$ cat config.mk
export PLATFORM = sky130hd
export DESIGN_NAME = mul_add_nat_seq_flat
export DESIGN_NICKNAME = d
export VERILOG_FILES = /design/src/rtl/mul_add_nat_seq_if.sv /design/src/rtl/mul_add_nat_seq.sv /design/src/flat_wrapper.sv
export SDC_FILE = /design/constraint.sdc
export NUM_CORES = 1
export LEC_CHECK = 0
export CAP_MARGIN = 20
export CORE_MARGIN = 2
export CORE_UTILIZATION = 55
export CTS_CLUSTER_SIZE = 25
export DETAILED_ROUTE_END_ITERATION = 8
export DONT_BUFFER_PORTS = 1
export GPL_TIMING_DRIVEN = 0
export PLACE_DENSITY = 0.76
export SLEW_MARGIN = 30
export SYNTH_ARGS = -nofsm -noshare
export SYNTH_HDL_FRONTEND = slang
export SYNTH_SLANG_ARGS = --single-unit
$ cat constraint.sdc
create_clock -name clock -period 3.4 [get_ports clock]
set_clock_uncertainty 0.15 [all_clocks]
set_input_delay 0.34 -clock clock [delete_from_list [all_inputs] [get_ports clock]]
set_output_delay 0.34 -clock clock [all_outputs]
set_load 0.01 [all_outputs]
$ cat src/rtl/mul_add_nat_seq_if.sv
// Handshake and data bundle between a consumer and the shift-and-add multiply-add unit.
// Consumer drives soc/x/y/c and reads eoc/m; the unit drives eoc/m.
// Parameters must match the N/M of the attached mul_add_nat_seq instance.
`timescale 1ns/1ps
interface mul_add_nat_seq_if #(
  parameter int N = 8,
  parameter int M = 8
);
  logic           soc;
  logic           eoc;
  logic [N-1:0]   x;
  logic [M-1:0]   y;
  logic [N-1:0]   c;
  logic [N+M-1:0] m;

  modport master (output soc, x, y, c, input eoc, m);
  modport slave  (input soc, x, y, c, output eoc, m);
endinterface

$ cat src/rtl/mul_add_nat_seq.sv
// Sequential multiply-add m = x*y + c, one multiplier bit per clock (shift-and-add).
// Latency: start edge + M step edges + 1 end edge; MUL_ADD_NAT_SEQ_EARLY_EN stops after the top set bit of y.
// Backpressure: 4-phase soc/eoc handshake; the result is held in S_END until the consumer drops soc.
`timescale 1ns/1ps
module mul_add_nat_seq #(
  parameter int N = 8,
  parameter int M = 8
) (
  input  logic              clock,
  input  logic              reset,
  mul_add_nat_seq_if.slave  bus
);

  localparam int CW = $clog2(M + 1);

  typedef enum logic [1:0] {S_IDLE, S_STEP, S_END} state_t;

  state_t         state, state_nxt;
  logic [N+M-1:0] x_q;
  logic [M-1:0]   y_q;
  logic [N+M-1:0] acc_q;
  logic [CW-1:0]  cnt_q;
  logic           eoc_q;
  logic [N+M-1:0] m_q;

  logic start, step, finish;
  logic last_step;

  // Decide whether the step taken on this edge is the final one.
  always_comb begin
    last_step = (cnt_q == CW'(1));
`ifdef MUL_ADD_NAT_SEQ_EARLY_EN
    // Once no set bits remain above the current one, further steps only add zero.
    if ((y_q >> 1) == '0) last_step = 1'b1;
`endif
  end

  // State register.
  always_ff @(posedge clock or posedge reset) begin
    if (reset) state <= S_IDLE;
    else       state <= state_nxt;
  end

  // Next-state logic and datapath strobes.
  always_comb begin
    state_nxt = state;
    start     = 1'b0;
    step      = 1'b0;
    finish    = 1'b0;
    case (state)
      S_IDLE: begin
        if (bus.soc) begin
          start     = 1'b1;
          state_nxt = S_STEP;
        end
      end
      S_STEP: begin
        step = 1'b1;
        if (last_step) state_nxt = S_END;
      end
      S_END: begin
        // Waiting for soc low keeps a held soc from relaunching immediately.
        if (!bus.soc) begin
          finish    = 1'b1;
          state_nxt = S_IDLE;
        end
      end
      default: state_nxt = S_IDLE;
    endcase
  end

  // Operand capture, shift-and-add accumulation and result publication.
  always_ff @(posedge clock or posedge reset) begin
    if (reset) begin
      x_q   <= '0;
      y_q   <= '0;
      acc_q <= '0;
      cnt_q <= '0;
      eoc_q <= 1'b1;
      m_q   <= '0;
    end else begin
      if (start) begin
        x_q   <= {{M{1'b0}}, bus.x};
        y_q   <= bus.y;
        acc_q <= {{M{1'b0}}, bus.c};
        cnt_q <= CW'(M);
        eoc_q <= 1'b0;
      end
      if (step) begin
        // x*y+c < 2^(N+M), so the accumulator never carries out.
        acc_q <= acc_q + (y_q[0] ? x_q : '0);
        x_q   <= x_q << 1;
        y_q   <= y_q >> 1;
        cnt_q <= cnt_q - CW'(1);
      end
      if (finish) begin
        m_q   <= acc_q;
        eoc_q <= 1'b1;
      end
    end
  end

  assign bus.eoc = eoc_q;
  assign bus.m   = m_q;

endmodule

$ cat src/flat_wrapper.sv
// flat-port wrapper written by rule: the top's interface ports become plain ports
module mul_add_nat_seq_flat 
#(
  parameter int N = 8,
  parameter int M = 8
)
  (clock, reset, bus_soc, bus_x, bus_y, bus_c, bus_eoc, bus_m);
  mul_add_nat_seq_if #(.N(N), .M(M)) bus_i ();
  input  logic clock;
  input  logic reset;
  input wire logic [$bits(bus_i.soc)-1:0] bus_soc;
  input wire logic [$bits(bus_i.x)-1:0] bus_x;
  input wire logic [$bits(bus_i.y)-1:0] bus_y;
  input wire logic [$bits(bus_i.c)-1:0] bus_c;
  output wire logic [$bits(bus_i.eoc)-1:0] bus_eoc;
  output wire logic [$bits(bus_i.m)-1:0] bus_m;
  assign bus_i.soc = bus_soc;
  assign bus_i.x = bus_x;
  assign bus_i.y = bus_y;
  assign bus_i.c = bus_c;
  assign bus_eoc = bus_i.eoc;
  assign bus_m = bus_i.m;
  mul_add_nat_seq #(.N(N), .M(M)) u_core (.clock(clock), .reset(reset), .bus(bus_i));
endmodule
==> results.tsv <==
stage	metric	value	unit
critical_path	path_delay_family	compound AO/OA/AOI/OAI gates	
synthesis	synthFlopType	dfrtp_1	
job	maxCapViolCount	0	
route	dr.pass1.iters	5	
run_status	status	finished clean	
route	drt_iter0_drc	136	
final_layout	nets	388	
floorplanning	initial_core_util	0.569	
synthesis	synth_cells	325	
pwr	leakage	0.00177	uW
critical_path	endpoint_kind	flop	
grt	grt_pass1_wl	12000	um
timing	finalCritPeriodShare	0.857	
clocking	postCtsSetupBuffers	0	
critical_path	path_buf_inv	0	
clocking	root_buffer	clkbuf_8	
timing	tightest_slew	617	ps
critical_path	r2r_slack	490	ps
synthesis	synth_nets	370	
floorplanning	die_w	82.0	um
critical_path	arrival	2990	ps
critical_path	crit_path_max_fanout	8	
final_layout	antenna_cells	0	
timing	drv_slew	0	
grt	grt_pass1_vias	2463	
floorplanning	fp.coreArea	5890	um2
critical_path	cp-endpoint	u_core.acc_q[12]	
critical_path	r2r_start	u_core.y_q[0]	
timing	setup_tns	0	ps
pwr	powerDensity	824	nW/um2
synthesis	synth_seq_cells	63	
floorplanning	fp-row-count	28	
critical_path	critical-path-max-stage-delay	450	ps
synthesis	synthArstFlopShare	1.00	
synthesis	yosysSeqAreaShare	0.471	
route	via_per_inst	6.08	
grt	antenna_found_initial	0	
critical_path	worstSetupPathType	reg -> reg	
critical_path	cp_data_required_time	3470	ps
final_layout	n_fill_cell	477	
final_layout	drive_above_1_share	0.129	
critical_path	path_cells	and2_1 -> ha_1 -> fa_1 -> a21o_1 -> a221oi_2 -> a21oi_2 -> a221oi_2 -> mux2i_1 -> nand3_1	
synthesis	synth_cell_types	41	
timing	rsz0062_at_grt	false	
worst_hold_path	hp-class	in -> reg	
critical_path	rr_worst_depth	9	
pwr	vdd_drop_max	0.407	mV
clocking	clk_pin_slew	70	ps
critical_path	cp_slowest_cell	dfrtp_1	
grt	grt_max_degree	36	
clocking	cts_tree	done	
clocking	cts_buffers	9	
final_layout	syn2layout_area_growth	11.2	%
timing	finalSetupViolCount	0	
grt	grt-ovfl-total	0	
synthesis	syn_area	3350	um2
synthesis	ys.warnings.count	0	
placement	dp_hpwl	5380	um
grt	track_usage	0.245	
route	wl	7470	um
clocking	clockBufferDepth	2	
worst_hold_path	min_path_cells	2	
timing	hold_viol	0	
route	dr_total_vias	2570	
timing	slew-limit-headroom	0.587	
critical_path	rr_endpoint	u_core.acc_q[12]	
clocking	clock-sinks	63	
placement	dp_slack	530	ps
route	drcViolationCount	0	
placement	port_buffers	0	
timing	period_minus_slack	2910	ps
clocking	h-tree-depth	3	
floorplanning	ioPinCount	44	
timing	fin_ws	487	ps
clocking	clock_latency	350	ps
route	drt.antenna.violating_nets	0	
floorplanning	die_area	6730	um2
placement	place.gp.congestion	0.879	
critical_path	crit_cells	9	
timing	clock.fmax	343	MHz
synthesis	synth_edf_count	0	
critical_path	crit_start	u_core.y_q[0]	
critical_path	critPathLaunchType	flop	
route	wl_per_cell	17.7	um
synthesis	syn_area_per_cell	10.3	um2
floorplanning	die_y	82.0	um
critical_path	crit_top_cell	a221oi_2	
logic make-up (layout without fill, tap and decap cells):
| group | count (synthesis) | after routing | synth area share |
|---|---|---|---|
| fa+ha+maj | 18 | 18 | 0.0695 |
| compound gates | 99 | 99 | 0.203 |
| buf+inv | 24 | 47 | 0.0288 |
| mux | 18 | 18 | 0.0602 |
| simple gates | 91 | 91 | 0.136 |
| xor+xnor | 12 | 12 | 0.0314 |
| flops | 63 | 63 | 0.471 |
flip-flops by register name, summed over array words and instances, names as in the netlist:
signal / flops
u_core.bus.m: 16
u_core.y_q: 8
u_core.x_q: 16
u_core.cnt_q: 4
u_core.acc_q: 16
u_core.bus.eoc: 1
u_core.state: 2
stage by stage:
step                utilization  cell area (um2)  hold slack (ps)  total power, uW  std cells
finish                    0.632             3720             42.6             3070        423
global route              0.632             3720             49.5             3290        423
CTS                       0.632             3720             36.0             3080        423
detailed placement        0.589             3460             74.2             2410        401
global placement          0.585             3440              314             2340        400
floorplan                     -             3350              300             2110        325
placed cells by master (no fill, tap or decap), drive strengths merged, types with 3 or more instances in the layout:
cell type     n
and3          4
xnor2         5
nand3         5
a22o         13
ha           17
nor3b         6
and2         16
dfrtp        62
inv           5
nand4         3
a22oi        19
xor2          7
o21ai        29
clkbuf       22
dlygate4sd3   6
nand2        34
nor2         13
a31oi         4
a21oi        11
clkinv        3
a21o         10
mux2         17
buf           8
nor2b         4
worst register-to-register path, cell delays in order (launching register included):
cell and delay [ps]:
dfrtp_1 450, and2_1 220, ha_1 220, fa_1 400, a21o_1 220, a221oi_2 340
a21oi_2 150, a221oi_2 300, mux2i_1 240, nand3_1 90
final cells by class:
type                            count  area (um2)  area share
Multi-Input combinational cell    238        1670       0.450
Sequential cell                    63        1580       0.424
Clock buffer                       10         138      0.0370
Tap cell                           75        93.8      0.0252
Timing Repair Buffer                7        80.1      0.0215
Buffer                             19        77.6      0.0208
Clock inverter                      6        60.1      0.0161
Inverter                            5        21.3     0.00571
worst min-delay path by stage:
stage | slack (ps) | from | endpoint
finish | 40 | bus_y[3] | u_core.y_q[3]
global route | 50 | bus_x[3] | u_core.x_q[3]
CTS | 40 | bus_x[3] | u_core.x_q[3]
detailed placement | 70 | reset | u_core.bus.m[9]
global placement | 310 | u_core.y_q[5] | u_core.y_q[5]
floorplan | 300 | u_core.y_q[1] | u_core.y_q[1]
report_power, final:
| group | internal [uW] | switching, uW |
|---|---|---|
| registers | 1030 | 245 |
| logic | 493 | 633 |
| clock network | 354 | 307 |
| total | 1880 | 1190 |
timing repair:
item | 4_1_cts | 5_1_grt
resized for setup | 0 | 0
hold buffers | 6 | 0
hold endpoints to repair | 33 | 0
synthesized netlist by cell type (all sizes together), types with 2 or more instances:
master  number  area, um2
a211o        2       17.5
clkbuf      12       45.0
ha          17        213
nor2        13       48.8
and2        16        100
o22a         2       17.5
mux2        17        191
nor2b        4       25.0
dfrtp       62       1550
nand4        3       18.8
inv          5       18.8
and3         4       25.0
buf          7       32.5
nand3        5       25.0
nand2       34        128
xor2         7       61.3
o21ai       29        145
nor3b        6       45.0
a21oi       11       58.8
a221oi       2       30.0
xnor2        5       43.8
nand2b       2       12.5
o21a         2       15.0
a31oi        4       25.0
a22oi       19        143
a22o        13        114
a21o        10       75.1
routing by layer:
layer / part of all wire / vias to the layer above / GRT usage / routed length (um)
met5: 0 / - / 0 / 0
met4: 0.024 / 0 / 0.118 / 178
met3: 0.064 / 13 / 0.0571 / 477
met2: 0.46 / 80 / 0.366 / 3410
met1: 0.46 / 1262 / 0.336 / 3400
li1: - / 1215 / - / -
Note: power is estimated with default switching activity, not from simulation.
